## src/rtl/uart_tx_pkg.sv

```systemverilog
// Shared types and constants for the UART transmit frame controller.
package uart_tx_pkg;

  localparam int unsigned DATA_WIDTH_DEF = 8;

  localparam logic PAR_EVEN = 1'b0;
  localparam logic PAR_ODD  = 1'b1;

  typedef enum logic [2:0] {
    IDLE   = 3'd0,
    START  = 3'd1,
    DATA   = 3'd2,
    PARITY = 3'd3,
    STOP   = 3'd4
  } state_t;

endpackage

```

## src/rtl/uart_tx_fsm_parity_calc.sv

```systemverilog
// Combinational parity generator: even parity when par_typ = PAR_EVEN, odd otherwise.
module parity_calc
  import uart_tx_pkg::*;
#(
  parameter int unsigned DATA_WIDTH = DATA_WIDTH_DEF
) (
  input  logic [DATA_WIDTH-1:0] p_data,
  input  logic                  par_typ,
  output logic                  par_bit
);

  assign par_bit = (^p_data) ^ (par_typ == PAR_ODD);

endmodule

```

## src/rtl/uart_tx_fsm.sv

```systemverilog
// UART transmit frame controller: start/data/parity/stop sequencing, line mux,
// and a sticky cross-check of the serializer's done flag against the bit count.
module uart_tx_fsm
  import uart_tx_pkg::*;
#(
  parameter int unsigned DATA_WIDTH = DATA_WIDTH_DEF
) (
  input  logic                  clk,
  input  logic                  rst,
  input  logic                  data_valid,
  input  logic [DATA_WIDTH-1:0] p_data,
  input  logic                  par_en,
  input  logic                  par_typ,
  input  logic                  ser_data,
  input  logic                  ser_done,
  output logic                  ser_en,
  output logic                  busy,
  output logic                  tx_out,
  output logic                  sync_err
);

  localparam int unsigned CNT_W = $clog2(DATA_WIDTH) + 1;
  localparam logic [CNT_W-1:0] LAST_BIT = CNT_W'(DATA_WIDTH - 1);

  state_t           state;
  state_t           state_nxt;
  logic [CNT_W-1:0] bit_cnt;
  logic             par_bit_q;
  logic             par_en_q;
  logic             sync_err_q;
  logic             par_bit_c;
  logic             accept_c;
  logic             last_bit_c;
  logic             done_err_c;

  parity_calc #(.DATA_WIDTH(DATA_WIDTH)) u_parity (
    .p_data  (p_data),
    .par_typ (par_typ),
    .par_bit (par_bit_c)
  );

  assign accept_c   = data_valid && ((state == IDLE) || (state == STOP));
  assign last_bit_c = (bit_cnt == LAST_BIT);
  // Outside DATA any done pulse is wrong; inside DATA it must line up with the last bit.
  assign done_err_c = (state == DATA) ? (ser_done != last_bit_c) : ser_done;

  always_ff @(posedge clk) begin
    if (!rst) state <= IDLE;
    else      state <= state_nxt;
  end

  always_comb begin
    state_nxt = state;
    case (state)
      IDLE:    if (accept_c) state_nxt = START;
      START:   state_nxt = DATA;
      DATA:    if (last_bit_c) state_nxt = par_en_q ? PARITY : STOP;
      PARITY:  state_nxt = STOP;
      STOP:    state_nxt = accept_c ? START : IDLE;
      default: state_nxt = IDLE;
    endcase
  end

  always_ff @(posedge clk) begin
    if (!rst) begin
      bit_cnt    <= '0;
      par_bit_q  <= 1'b0;
      par_en_q   <= 1'b0;
      sync_err_q <= 1'b0;
    end else begin
      bit_cnt <= (state == DATA) ? bit_cnt + CNT_W'(1) : '0;
      if (accept_c) begin
        par_bit_q <= par_bit_c;
        par_en_q  <= par_en;
      end
      if (done_err_c) sync_err_q <= 1'b1;
    end
  end

  always_comb begin
    tx_out = 1'b1;
    busy   = 1'b1;
    ser_en = 1'b0;
    case (state)
      IDLE:    busy = 1'b0;
      START:   tx_out = 1'b0;
      DATA: begin
        ser_en = 1'b1;
        tx_out = ser_data;
      end
      PARITY:  tx_out = par_bit_q;
      STOP:    tx_out = 1'b1;
      default: busy = 1'b0;
    endcase
  end

  assign sync_err = sync_err_q;

endmodule

```

## config.mk

```make
export PLATFORM = sky130hd
export DESIGN_NAME = uart_tx_fsm
export DESIGN_NICKNAME = d
export VERILOG_FILES = /design/src/rtl/uart_tx_pkg.sv /design/src/rtl/uart_tx_fsm_parity_calc.sv /design/src/rtl/uart_tx_fsm.sv
export SDC_FILE = /design/constraint.sdc
export NUM_CORES = 1
export LEC_CHECK = 0
export BUFFER_PORTS_ARGS = -buffer_cell sky130_fd_sc_hd__buf_4
export CORE_AREA = 5 5 42 44
export DETAILED_ROUTE_END_ITERATION = 12
export DIE_AREA = 0 0 47 49
export PLACE_DENSITY = 0.77
export SLEW_MARGIN = 10
export SYNTH_ARGS = -nofsm -noshare
export SYNTH_HDL_FRONTEND = slang
export SYNTH_SLANG_ARGS = --single-unit
```

## constraint.sdc

```tcl
create_clock -name clk -period 1.4 [get_ports clk]
set_input_delay 0.21 -clock clk [delete_from_list [all_inputs] [get_ports clk]]
set_output_delay 0.21 -clock clk [all_outputs]
set_load 0.005 [all_outputs]
```

==> impl_metrics.csv <==
group,metric,value,unit
status,outcome,"complete, no violations",
setup_path,cp.buffers_inverters,1,
die,die_w,47,µm
detailed_routing,ant_nets,0,
power,ir_worst_vdd,0.639,mV
power,power.total,0.670,mW
timing,hold_viol_final,0,
grt,grt_use_met1,12.1,%
timing,fin_crit,1.31,ns
setup_path,slowest_delay,0.35,ns
final_layout,syn_to_final_growth,38.0,%
clocking,cts_buffers,3,
place,gp_congestion,0.749,
die,die_h,49,µm
final_layout,final_area,732,µm²
die,rows,14,
clocking,cts_buffer_depth,2,
setup_path,endpoint_kind,"primary output",
run,maxCapViolCount,0,
clocking,h-tree-depth,1,
synthesis,ys_warn_count,0,
place,hpwl,853,µm
setup_path,crit_required,1.19,ns
place,pre_cts_ws,0.126,ns
timing,fin_ws,0.0944,ns
setup_path,r2r_end,"sync_err$_SDFFE_PN0P_",
setup_path,worstPathMaxFanout,6,
synthesis,synth_top_area_cell,"dfxtp_1",
timing,tightest_slew,0.280,ns
synthesis,netlist.area_leader.share,37.7,%
grt,grt_pass1_wl,1770,µm
timing,tns,0,ns
hold_path,hold_path.class,"in2reg",
synthesis,synth_flop_cell,"dfxtp_1",
timing,post-route-period-util,93.3,%
synthesis,synth_seq_cells,10,
setup_path,reg2reg_slack,0.14,ns
hold_path,min_to,"par_en_q$_SDFFE_PN0P_",
detailed_routing,avgViaCountPerCell,4.76,
synthesis,syn_inst,57,
timing,skew,0.00798,ns
setup_path,r2r_cells,5,
detailed_routing,dr.pass1.iters,2,
detailed_routing,vias,452,
synthesis,yosys-top-cells-area,"dfxtp_1 (38%), xnor2_1 (9.9%), nor2_1 (5.7%)",
timing,setup_viol,0,
clocking,clk_pin_slew,0.06,ns
final_layout,drive_gt1_share,35.4,%
grt,grt_use_met3,5.54,%
timing,maxSlewViolCount,0,
die,die_area,2300,µm²
setup_path,slowest_stage,"dfxtp_2",
grt,antenna_found_initial,0,
grt,grt_use_total,10.5,%
place,place_area,696,µm²
grt,grt_max_degree,8,
final_layout,nets,97,
setup_path,startpoint_type,"flop",
final_layout,num_antenna_cells,0,
grt,grt_pass1_vias,460,
synthesis,synth_cell_types,23,
synthesis,synth-edff-count,0,
synthesis,synthArstFlopShare,0,%
hold_path,whs_path_depth,3,
clocking,cts_tree,"built",
detailed_routing,wl,1020,µm
timing,clock.fmax,0.766,GHz
final_layout,final_util,52.2,%
clocking,insertion_delay,0.26,ns
clocking,cts-hold-fix-buffers,0,
synthesis,avgSynthCellArea,9.31,µm²
die,ios,19,
die,start_util,37.9,%
setup_path,r2r-start,"bit_cnt[0]$_SDFF_PN0_",
setup_path,critical_path.top_delay_family,"flip-flops",
place,port_buffers,18,
detailed_routing,drc,0,
die,core-area,1400,µm²
timing,maxSlewHeadroom,81.3,%
setup_path,crit_type,"reg2out",
clocking,cts_sinks,10,
grt,grt_util_met2,17.2,%
synthesis,synthesis.nets,73,
hold_path,worstHoldStart,"par_en",
timing,rsz0062_at_grt,"false",
power,leakage,0.341,nW
setup_path,cp_data_arrival_time,1.10,ns
synthesis,yosysSeqAreaShare,37.7,%
synthesis,mappedNetlistArea,531,µm²
grt,grt_overflow,0,
clocking,cts-root-buf,"clkbuf_4",
setup_path,path_cells,"nand2b_4, nor2_1, buf_4",
grt,busiest_layer,"met2",
detailed_routing,routedWlPerCell,10.7,µm
power,p_per_area,915,nW/µm²
detailed_routing,drt_iter0_drc,4,
tightest hold or removal path, delay by kind of cell:
kind	cells	cell delay, ns
AND/OR/NAND/NOR	1	0.08
multiplexers	1	0.05
buffers and inverters	1	0.08
state kept, by name (all words and copies together) (netlist names):
name,cells
par_bit_q,1
state,3
sync_err,1
bit_cnt,4
par_en_q,1
kinds of logic after synthesis:
group / Yosys count / synth area share, %
multiplexers: 2 / 3.77
AO/OA/AOI/OAI: 5 / 8.02
buffers and inverters: 2 / 1.65
flip-flops: 10 / 37.7
XOR/XNOR: 10 / 19.1
adder cells (fa/ha/maj): 1 / 2.36
AND/OR/NAND/NOR: 27 / 27.4
per-stage QoR:
| stage | hold WS [ns] | cells |
|---|---|---|
| global placement | 0.428 | 92 |
| CTS | 0.199 | 95 |
| finish | 0.202 | 95 |
| floorplan | 0.328 | 57 |
| detailed placement | 0.442 | 92 |
| global route | 0.192 | 95 |
worst max path at each step:
stage                          startpoint                endpoint  slack [ns]  depth (start not counted)
floorplan           bit_cnt[0]$_SDFF_PN0_   sync_err$_SDFFE_PN0P_        0.24                          5
global placement                p_data[2]  par_bit_q$_SDFFE_PN0P_        0.17                          5
detailed placement  bit_cnt[0]$_SDFF_PN0_   sync_err$_SDFFE_PN0P_        0.13                          5
CTS                 state[1]$_SDFFE_PN0P_                  tx_out        0.03                          6
global route        state[1]$_SDFFE_PN0P_                  tx_out        0.01                          6
finish              state[0]$_SDFFE_PN0P_                  ser_en        0.09                          3
cell usage after synthesis (2+ instances only):
cell       n
nand2_1    4
xnor2_1    6
xor2_1     3
nor2b_1    2
mux2i_1    2
nand3b_1   3
nand2b_1   3
dfxtp_1   10
o21ai_0    2
nor3_1     2
nor2_1     8
where the power goes:
part,switching [mW],internal (mW),total [mW]
combinational,0.0638,0.106,0.169
sequential,0.0138,0.303,0.316
clock,0.0851,0.0986,0.184
cell type report:
cell class | instances | area, µm²
sequential | 10 | 203
tap | 16 | 20.0
inverter | 1 | 3.75
multi-input combinational | 45 | 329
fill | 139 | 669
clock buffer | 3 | 22.5
timing repair buffer | 20 | 154
placed cells by master (no fill, tap or decap), types with 3 or more instances in the layout:
| cell | synthesis | layout |
|---|---|---|
| nor2_1 | 8 | 8 |
| nand2_1 | 4 | 4 |
| xnor2_1 | 6 | 6 |
| clkbuf_4 | 0 | 3 |
| xor2_1 | 3 | 3 |
| nand3b_1 | 3 | 3 |
| buf_4 | 0 | 19 |
| dfxtp_1 | 10 | 8 |
layer usage:
metal	wire, µm	up-vias
li1	-	238
met1	434	207
met2	530	7
met3	51	0
met4	0	0
met5	0	-
what timing repair did:
action                                 4_1_cts  5_1_grt
buffers inserted                             0        0
setup endpoints to repair                    2        3
resized for setup                            1        4
endpoints found under the hold margin        0        0
No activity file was read; power rests on OpenSTA's default activity.
